==> src/rtl/qpsk_demod_if.sv <==
// Sample-in / decision-out bundle between the ADC capture logic, the QPSK demodulator
// and the downstream bit sink.
interface qpsk_demod_if;
    logic [11:0] Sin;
    logic        SVin;
    logic        SYNCin;
    logic [1:0]  Symout;
    logic        SymValid;
    logic        Erase;
    logic        Dout;
    logic        DValid;
    logic        Locked;

    modport master (
        output Sin, SVin, SYNCin,
        input  Symout, SymValid, Erase, Dout, DValid, Locked
    );

    modport slave (
        input  Sin, SVin, SYNCin,
        output Symout, SymValid, Erase, Dout, DValid, Locked
    );
endinterface

==> src/rtl/qpsk_demod.sv <==
// QPSK demodulator: sign-reference I/Q correlation over one carrier cycle per symbol,
// sign slicing with an energy-based erasure flag, and a 2-bit serializer.
module qpsk_demod #(
    parameter int unsigned SPS    = 16,
    parameter int unsigned THRESH = 1024
) (
    input  logic         CLKin,
    input  logic         RESET,
    qpsk_demod_if.slave  bus
);

    localparam int unsigned KW = $clog2(SPS);
    localparam int unsigned AW = 13 + KW;
    localparam int unsigned EW = AW + 1;

    typedef enum logic {HUNT, TRACK} state_t;

    state_t                r_state,    w_state_nxt;
    logic [KW-1:0]         r_k,        w_k_nxt;
    logic signed [AW-1:0]  r_acc_i,    w_acc_i_nxt;
    logic signed [AW-1:0]  r_acc_q,    w_acc_q_nxt;
    logic signed [AW-1:0]  r_fin_i,    w_fin_i_nxt;
    logic signed [AW-1:0]  r_fin_q,    w_fin_q_nxt;
    logic                  r_dec_pend, w_dec_pend_nxt;
    logic [1:0]            r_sym,      w_sym_nxt;
    logic                  r_sym_valid, w_sym_valid_nxt;
    logic                  r_erase,    w_erase_nxt;
    logic                  r_dout,     w_dout_nxt;
    logic                  r_dvalid,   w_dvalid_nxt;
    logic                  r_ser_q,    w_ser_q_nxt;
    logic                  r_locked,   w_locked_nxt;

    logic signed [12:0]    w_s;
    logic signed [AW-1:0]  w_s_ext;
    logic                  w_cpos;
    logic                  w_spos;
    logic signed [AW-1:0]  w_term_i;
    logic signed [AW-1:0]  w_term_q;
    logic signed [AW-1:0]  w_sum_i;
    logic signed [AW-1:0]  w_sum_q;
    logic [AW-1:0]         w_abs_i;
    logic [AW-1:0]         w_abs_q;
    logic [EW-1:0]         w_mag;
    logic                  w_low;

    // Offset binary to two's complement: flipping the MSB subtracts midscale.
    assign w_s     = {~bus.Sin[11], ~bus.Sin[11], bus.Sin[10:0]};
    assign w_s_ext = AW'(w_s);

    // cref is +1 in the first and last quarter, sref in the first half.
    assign w_cpos   = (r_k[KW-1] == r_k[KW-2]);
    assign w_spos   = ~r_k[KW-1];
    assign w_term_i = w_cpos ? w_s_ext : -w_s_ext;
    assign w_term_q = w_spos ? w_s_ext : -w_s_ext;
    assign w_sum_i  = r_acc_i + w_term_i;
    assign w_sum_q  = r_acc_q + w_term_q;

    // Decision energy from the latched final accumulators.
    assign w_abs_i = r_fin_i[AW-1] ? $unsigned(-r_fin_i) : $unsigned(r_fin_i);
    assign w_abs_q = r_fin_q[AW-1] ? $unsigned(-r_fin_q) : $unsigned(r_fin_q);
    assign w_mag   = EW'(w_abs_i) + EW'(w_abs_q);
    assign w_low   = (w_mag < EW'(THRESH));

    // State register.
    always_ff @(posedge CLKin) begin
        if (RESET) begin
            r_state     <= HUNT;
            r_k         <= '0;
            r_acc_i     <= '0;
            r_acc_q     <= '0;
            r_fin_i     <= '0;
            r_fin_q     <= '0;
            r_dec_pend  <= 1'b0;
            r_sym       <= 2'b00;
            r_sym_valid <= 1'b0;
            r_erase     <= 1'b0;
            r_dout      <= 1'b0;
            r_dvalid    <= 1'b0;
            r_ser_q     <= 1'b0;
            r_locked    <= 1'b0;
        end else begin
            r_state     <= w_state_nxt;
            r_k         <= w_k_nxt;
            r_acc_i     <= w_acc_i_nxt;
            r_acc_q     <= w_acc_q_nxt;
            r_fin_i     <= w_fin_i_nxt;
            r_fin_q     <= w_fin_q_nxt;
            r_dec_pend  <= w_dec_pend_nxt;
            r_sym       <= w_sym_nxt;
            r_sym_valid <= w_sym_valid_nxt;
            r_erase     <= w_erase_nxt;
            r_dout      <= w_dout_nxt;
            r_dvalid    <= w_dvalid_nxt;
            r_ser_q     <= w_ser_q_nxt;
            r_locked    <= w_locked_nxt;
        end
    end

    // Next-state and output logic.
    always_comb begin
        w_state_nxt     = r_state;
        w_k_nxt         = r_k;
        w_acc_i_nxt     = r_acc_i;
        w_acc_q_nxt     = r_acc_q;
        w_fin_i_nxt     = r_fin_i;
        w_fin_q_nxt     = r_fin_q;
        w_dec_pend_nxt  = 1'b0;
        w_sym_nxt       = r_sym;
        w_sym_valid_nxt = 1'b0;
        w_erase_nxt     = r_erase;
        w_dout_nxt      = r_dout;
        w_dvalid_nxt    = 1'b0;
        w_ser_q_nxt     = 1'b0;
        w_locked_nxt    = r_locked;

        // Slice one cycle after the last sample so the next symbol can start immediately.
        if (r_dec_pend) begin
            w_sym_nxt       = {r_fin_i[AW-1], r_fin_q[AW-1]};
            w_sym_valid_nxt = 1'b1;
            w_erase_nxt     = w_low;
        end

        if (r_sym_valid) begin
            w_dout_nxt   = r_sym[1];
            w_dvalid_nxt = 1'b1;
            w_ser_q_nxt  = 1'b1;
        end else if (r_ser_q) begin
            w_dout_nxt   = r_sym[0];
            w_dvalid_nxt = 1'b1;
        end

        case (r_state)
            HUNT: begin
                if (bus.SVin && bus.SYNCin) begin
                    w_acc_i_nxt  = w_s_ext;
                    w_acc_q_nxt  = w_s_ext;
                    w_k_nxt      = KW'(1);
                    w_state_nxt  = TRACK;
                    w_locked_nxt = 1'b1;
                end
            end
            TRACK: begin
                if (bus.SVin) begin
                    if (bus.SYNCin && (r_k != '0)) begin
                        // Realign: drop the partial symbol, this sample is phase 0.
                        w_acc_i_nxt = w_s_ext;
                        w_acc_q_nxt = w_s_ext;
                        w_k_nxt     = KW'(1);
                    end else if (r_k == KW'(SPS - 1)) begin
                        w_fin_i_nxt    = w_sum_i;
                        w_fin_q_nxt    = w_sum_q;
                        w_dec_pend_nxt = 1'b1;
                        w_acc_i_nxt    = '0;
                        w_acc_q_nxt    = '0;
                        w_k_nxt        = '0;
                    end else begin
                        w_acc_i_nxt = w_sum_i;
                        w_acc_q_nxt = w_sum_q;
                        w_k_nxt     = r_k + KW'(1);
                    end
                end
            end
            default: begin
                w_state_nxt = HUNT;
            end
        endcase
    end

    assign bus.Symout   = r_sym;
    assign bus.SymValid = r_sym_valid;
    assign bus.Erase    = r_erase;
    assign bus.Dout     = r_dout;
    assign bus.DValid   = r_dvalid;
    assign bus.Locked   = r_locked;

endmodule

==> src/flat_wrapper.sv <==
// flat-port wrapper written by rule: the top's interface ports become plain ports
module qpsk_demod_flat 
#(
    parameter int unsigned SPS    = 16,
    parameter int unsigned THRESH = 1024
)
  (CLKin, RESET, bus_Sin, bus_SVin, bus_SYNCin, bus_Symout, bus_SymValid, bus_Erase, bus_Dout, bus_DValid, bus_Locked);
  qpsk_demod_if bus_i ();
  input  logic CLKin;
  input  logic RESET;
  input wire logic [$bits(bus_i.Sin)-1:0] bus_Sin;
  input wire logic [$bits(bus_i.SVin)-1:0] bus_SVin;
  input wire logic [$bits(bus_i.SYNCin)-1:0] bus_SYNCin;
  output wire logic [$bits(bus_i.Symout)-1:0] bus_Symout;
  output wire logic [$bits(bus_i.SymValid)-1:0] bus_SymValid;
  output wire logic [$bits(bus_i.Erase)-1:0] bus_Erase;
  output wire logic [$bits(bus_i.Dout)-1:0] bus_Dout;
  output wire logic [$bits(bus_i.DValid)-1:0] bus_DValid;
  output wire logic [$bits(bus_i.Locked)-1:0] bus_Locked;
  assign bus_i.Sin = bus_Sin;
  assign bus_i.SVin = bus_SVin;
  assign bus_i.SYNCin = bus_SYNCin;
  assign bus_Symout = bus_i.Symout;
  assign bus_SymValid = bus_i.SymValid;
  assign bus_Erase = bus_i.Erase;
  assign bus_Dout = bus_i.Dout;
  assign bus_DValid = bus_i.DValid;
  assign bus_Locked = bus_i.Locked;
  qpsk_demod #(.SPS(SPS), .THRESH(THRESH)) u_core (.CLKin(CLKin), .RESET(RESET), .bus(bus_i));
endmodule
==> config.mk <==
export PLATFORM = sky130hd
export DESIGN_NAME = qpsk_demod_flat
export DESIGN_NICKNAME = d
export VERILOG_FILES = /design/src/rtl/qpsk_demod_if.sv /design/src/rtl/qpsk_demod.sv /design/src/flat_wrapper.sv
export SDC_FILE = /design/constraint.sdc
export NUM_CORES = 1
export LEC_CHECK = 0
export CORE_ASPECT_RATIO = 0.5
export CORE_MARGIN = 5
export CORE_UTILIZATION = 45
export DETAILED_ROUTE_END_ITERATION = 7
export PLACE_DENSITY = 0.71
export SLEW_MARGIN = 0
export SYNTH_ARGS = -nofsm -noshare
export SYNTH_HDL_FRONTEND = slang
export SYNTH_SLANG_ARGS = --single-unit
==> constraint.sdc <==
create_clock -name CLKin -period 3.9 [get_ports CLKin]
set_input_delay 0.585 -clock CLKin [delete_from_list [all_inputs] [get_ports CLKin]]
set_output_delay 0.585 -clock CLKin [all_outputs]
set_load 0.02 [all_outputs]
; Word-level counts from Yosys, hierarchy flattened
; Cells that the tools add are included.
[word_totals]
inputBits = 16
word_cells = 65
regBits = 82
out_inout_bits = 7
[op_classes]
eq_ne = 4
n_lt_le_gt_ge = 1
n_bitwise = 4
addsub = 7
reduce_logical = 8
n_mux = 27
[op_table]
columns = cell, n
row1 = 17-bit 2-to-1 mux, 11
row2 = 17-bit case mux with 2 select lines, 2
row3 = 17-bit adder, 2
row4 = 17-bit negator, 2
row5 = 17-bit by 17-bit adder with 18-bit output, 1
row6 = "18-bit by 11-bit < comparator with 1-bit output, second input constant", 1
row7 = 12-bit negator with 17-bit output, 1
row8 = 4-bit 2-to-1 mux, 4
row9 = 1-bit 2-to-1 mux, 9
row10 = 4-bit case mux with 2 select lines, 1
row11 = "4-bit by 1-bit adder with 4-bit output, second input constant", 1
row12 = "4-bit equality test, second input constant", 1
row13 = 1-bit inverter, 4
row14 = 2-bit AND reduction, 2
row15 = 4-bit AND reduction, 1
row16 = 4-bit nonzero test, 1
row17 = 4-bit OR reduction, 1
row18 = 1-bit logical AND, 2
row19 = "2-bit by 1-bit inequality test with 1-bit output, second input constant", 1
row20 = "2-bit inequality test, second input constant", 1
row21 = 2-bit nonzero test, 1
row22 = 1-bit equality test, 1

; Logic depth before layout (Yosys ltp)
[depth]
word_depth = 8
mapped_depth = 16
ltp_nobuf = 15

; Worst setup path after synthesis
; Ideal clock, no wire load.
[synth_timing]
kind = input to register
startpoint = in bus_Sin[2]
endpoint = reg u_core.r_acc_i[16]
t_arrival_ns = 3.975
n_path_buf = 0
setup_slack_ns = -0.203
stages = 15
path_cell_list = or3_2 or3_1 or3_1 or3_1 nand2_1 xnor2_1 ha_1 and3_1 o21a_1 a2111o_1 nand3_1 a41oi_1 or3_1 a31oi_1 nor3_1
[synth_via]
elab_chain_len = 7
[synth_rtl]
columns = item, line_no
row1 = start: declaration, flat_wrapper.sv:11  ; input wire logic [$bits(bus_i.Sin)-1:0] bus_Sin;
row2 = 12-bit negator with 17-bit output, qpsk_demod.sv:53  ; assign w_term_i = w_cpos ? w_s_ext : -w_s_ext;
row3 = 17-bit 2-to-1 mux (*), qpsk_demod.sv:53
row4 = 17-bit adder (*), qpsk_demod.sv:55  ; assign w_sum_i = r_acc_i + w_term_i;
row5 = 17-bit 2-to-1 mux (*), qpsk_demod.sv:149  ; end else if (r_k == KW'(SPS - 1)) begin
row6 = 17-bit 2-to-1 mux (*), qpsk_demod.sv:144  ; if (bus.SYNCin && (r_k != '0)) begin
row7 = 17-bit 2-to-1 mux (*), qpsk_demod.sv:143  ; if (bus.SVin) begin
row8 = 17-bit case mux with 2 select lines (*), qpsk_demod.sv:132  ; case (r_state)
row9 = end signal: assignment, qpsk_demod.sv:84  ; r_acc_i <= w_acc_i_nxt;
row10 = end: declaration, qpsk_demod.sv:20  ; logic signed [AW-1:0] r_acc_i, w_acc_i_nxt;
; Mark *: on every way between the ends. The rest lies on a longest branch, timed or not. The select of a mux whose other input is x is not followed.
; A chain may end at the register's enable or synchronous reset.

; Worst setup path after layout
[layout_timing]
startpoint = in bus_Sin[1]
endpoint = reg u_core.r_acc_q[16]
[layout_via]
elab_chain_len = 7
[layout_rtl]
columns = item, line_no
row1 = 12-bit negator with 17-bit output, qpsk_demod.sv:54  ; assign w_term_q = w_spos ? w_s_ext : -w_s_ext;
row2 = 17-bit 2-to-1 mux (*), qpsk_demod.sv:54
row3 = 17-bit adder (*), qpsk_demod.sv:56  ; assign w_sum_q = r_acc_q + w_term_q;
row4 = 17-bit 2-to-1 mux (*), qpsk_demod.sv:149
row5 = 17-bit 2-to-1 mux (*), qpsk_demod.sv:144
row6 = 17-bit 2-to-1 mux (*), qpsk_demod.sv:143
row7 = 17-bit case mux with 2 select lines (*), qpsk_demod.sv:132
row8 = end signal: assignment, qpsk_demod.sv:85  ; r_acc_q <= w_acc_q_nxt;
row9 = end: declaration, qpsk_demod.sv:21  ; logic signed [AW-1:0] r_acc_q, w_acc_q_nxt;
; Marks and branches as above.

==> results by group <==
STA
  • Final worst-path cycle share: 103%
  • Worst setup margin: -126 ps
  • Max-slew headroom: 54.2%
  • Slew Viols, Final: 0
  • RSZ-0062 raised after global routing: yes
  • Worst Tran Pin Value: 687 ps
  • Final setup vio count: 3
  • Final Hold Vio Count: 0
  • Clock Skews: 9.77 ps
  • Crit path time final: 4030 ps
  • Fmax: 248 MHz

Critical path
  • CP Cell Sequence: buf_6 > or3_4 > or3_4 > or3_4 > or3_4 > buf_6 > nand2_2 > xnor2_1 > ha_1 > a21oi_2 > o31ai_4 > o31a_1 > a211oi_2 > o21bai_1 > xnor2_1 > a2111oi_2
  • Worst path arrival time: 4260 ps
  • CP startpoint: bus_Sin[1]
  • R2R cell count: 13
  • R2r startpoint: u_core.r_k[3]
  • Setup crit end: u_core.r_acc_q[16]
  • Worst-path fanout max: 3
  • Crit path kind: in2reg
  • Critical path buffers and inverters: 2
  • CP delay by family, top: simple AND/OR/NAND/NOR gates
  • Critical Path RT: 4140 ps
  • R2R setup slack: 210 ps
  • Worst stage delay on the critical path: 380 ps
  • Setup crit end kind: flip-flop
  • Startpoint Class: input pin
  • RR Endpoint: u_core.r_acc_i[9]
  • CP Depth: 16
  • Slowest-stage cell, CP: or3_4
  • Most frequent CP cell: or3_4

Drt
  • Residual DRC: 0
  • Routed vias/inst: 5.63
  • Total wire length: 16700 um
  • Post-DR wirelength/cell: 16.0 um
  • Routed vias: 5884
  • TritonRoute pass-1 iters: 5
  • Detail Route Antenna Nets: 0
  • Drt initial violations: 413

Floorplanning
  • Die ar.: 15900 um2
  • Initial Util: 46.6%
  • Die width: 173 um
  • Total core area: 12800 um2
  • Chip height: 91.6 um
  • FP Rows: 29
  • I/O Pins: 23

Power and ir drop
  • Leakage Power: 0.00318 uW
  • Pwr/cell area: 325 nW/um2
  • Maximum VDD drop: 0.000215 V

Placement
  • Dpl cells: 1021
  • Port Buffers: 22
  • DP Area: 6930 um2
  • Routability Congestion: 0.912
  • Post-DP HPWL: 12100 um

CTS
  • Clock Root Buffer: clkbuf_16
  • CTS buffer count: 9
  • H-Tree Depth: 3
  • Clock Pin Slew Worst Setup and Hold Paths: 70 ps
  • Max Buffers Root-to-Sink: 2
  • Clk_lat worst skew: 340 ps
  • TritonCTS Sinks: 82
  • Post-CTS Hold Buffers: 0
  • CTS tree: built

GRT
  • Vias in the first global route: 5455
  • Initial antenna violation count: 0
  • Grt total ovfl: 0
  • First-pass GRT wire length: 26700 um
  • Largest net degree at the start of global routing: 62
  • Gr usage total: 20.3%

Job
  • Max Cap Viol: 0

Yosys
  • Simple-gate share of the synthesized area: 22.7%
  • Cell Area, Synth: 5990 um2
  • Area contributors post-synth: dfxtp_1 27%, ha_1 11%, xnor2_1 9.4%, nand2_1 7.3%, a21oi_1 5.9%
  • Sequential area share after synthesis: 27.4%
  • Mux cell area share after synthesis: 0.502%
  • Largest family of logic cells by synthesized area: simple AND/OR/NAND/NOR gates
  • Yosys warning count: 0
  • Synth Instances: 781
  • Share of the synthesized area in the top cell type: 27.4%
  • XOR/XNOR Fraction of Synth Area: 10.5%
  • Adder-Cell Fraction of Synth Area: 12.2%
  • Total nets after synthesis: 854
  • Async set-reset flop share out of synthesis: 0%
  • Ys flop type: dfxtp_1
  • Yosys reg bits: 82
  • Compound-Gate Fraction of Synth Area: 22.5%
  • Distinct cell type count after synthesis: 59
  • Yosys top cell by area: dfxtp_1
  • Post-synth EDFFs: 0
  • Syn avg cell area: 7.67 um2

Layout
  • Reg area: 1640 um2
  • Most frequent cells in the layout: 113 x nand2_1, 92 x buf_4, 83 x nor2_1
  • Post-Layout Inst Area: 7540 um2
  • Layout cells sized above 1: 18.9%
  • Fillers: 1172
  • Antenna diode count: 0
  • Area growth, synth to finish: 25.9%
  • Final Instance Count excl. Fillers: 1046
  • Most common cell after layout, fill and taps aside: nand2_1
  • Nets: 944
  • Multi-input gate area: 4330 um2

Run status
  • Status: finished with violations
  • Violated checks: negative setup slack

Worst hold path
  • Hold WC Path Type: reg2reg
[flip-flops by register name, summed over array words and instances (netlist names)]
signal and cells:
u_core.r_acc_i 17, u_core.r_acc_q 17, u_core.r_fin_i 17, u_core.r_fin_q 17
u_core.r_k 4, u_core.bus.Symout 2, u_core.bus.DValid 1, u_core.bus.Dout 1
u_core.bus.Erase 1, u_core.bus.Locked 1, u_core.bus.SymValid 1, u_core.r_dec_pend 1
u_core.r_ser_q 1, u_core.r_state 1
[synth_stat cells (all sizes together) (5+ instances only)]
cell type	number
nand2	117
a21oi	70
or4	5
xor2	8
and3	7
nor3	34
ha	55
inv	18
o211ai	7
or3	11
nand2b	8
clkbuf	34
xnor2	64
a2111oi	5
o21a	11
nor2b	6
dfxtp	82
nand3	13
o31ai	15
a221oi	9
a21o	11
a211oi	20
o21ai	34
nor2	84
[repair_timing]
action                                  CTS  global route
endpoints found under the setup margin   23            23
pin swaps                                22            31
cloned                                    0             0
hold endpoints to repair                  0             0
resized for setup                        26            40
buffers inserted                          7             3
[tightest hold or removal path: cells and delay by family (launching register included)]
family | cells | cell delay [ps]
flip-flops | 1 | 320
AND/OR/NAND/NOR | 2 | 130
[worst min path at each step]
stage,start,to,slack (ps),cells after the start
2_1_floorplan,u_core.r_ser_q,u_core.bus.DValid,460,2
3_3_place_gp,u_core.r_ser_q,u_core.bus.DValid,470,2
3_5_place_dp,u_core.r_ser_q,u_core.bus.DValid,470,2
4_1_cts,u_core.r_ser_q,u_core.bus.DValid,480,2
5_1_grt,u_core.r_k[1],u_core.r_k[1],510,2
6_report,u_core.r_ser_q,u_core.bus.DValid,490,2
[per-stage QoR]
step / setup slack [ps] / hold WS (ps) / TNS (ps) / power, uW / utilization (%)
2_1_floorplan: -62.5 / 456 / -62.5 / 1260 / -
3_3_place_gp: -642 / 465 / -11860 / 1490 / 53.9
3_5_place_dp: -754 / 471 / -14240 / 1500 / 53.9
4_1_cts: -123 / 485 / -388 / 2410 / 57.1
5_1_grt: -198 / 511 / -735 / 2560 / 58.7
6_report: -126 / 485 / -219 / 2450 / 58.7
[logic make-up after synthesis]
group / after synthesis
compound gates: 209
xor+xnor: 72
fa+ha+maj: 57
buf+inv: 58
flops: 82
mux: 3
simple gates: 300
[report_power, final]
| group | total [uW] | switching (uW) | internal (uW) |
|---|---|---|---|
| Clock | 891 | 370 | 520 |
| Sequential | 891 | 21.9 | 869 |
| Combinational | 666 | 358 | 309 |
[final cells by class]
| type | count | area share (%) |
|---|---|---|
| clock inverters | 6 | 0.963 |
| well taps | 170 | 2.82 |
| multi-input cells | 641 | 57.5 |
| repair buffers | 119 | 12.9 |
| inverters | 18 | 0.929 |
| flip-flops and latches | 82 | 21.8 |
| clock buffers | 10 | 3.17 |
[routing by layer]
| layer | global-route usage, % | vias to the layer above | routed length (um) |
|---|---|---|---|
| li1 | - | 2959 | - |
| met1 | 28.6 | 2748 | 8090 |
| met2 | 31.8 | 158 | 7330 |
| met3 | 4.23 | 19 | 1110 |
| met4 | 5.31 | 0 | 192 |
| met5 | 0 | - | 0 |
Note: power is estimated with default switching activity, not from simulation.
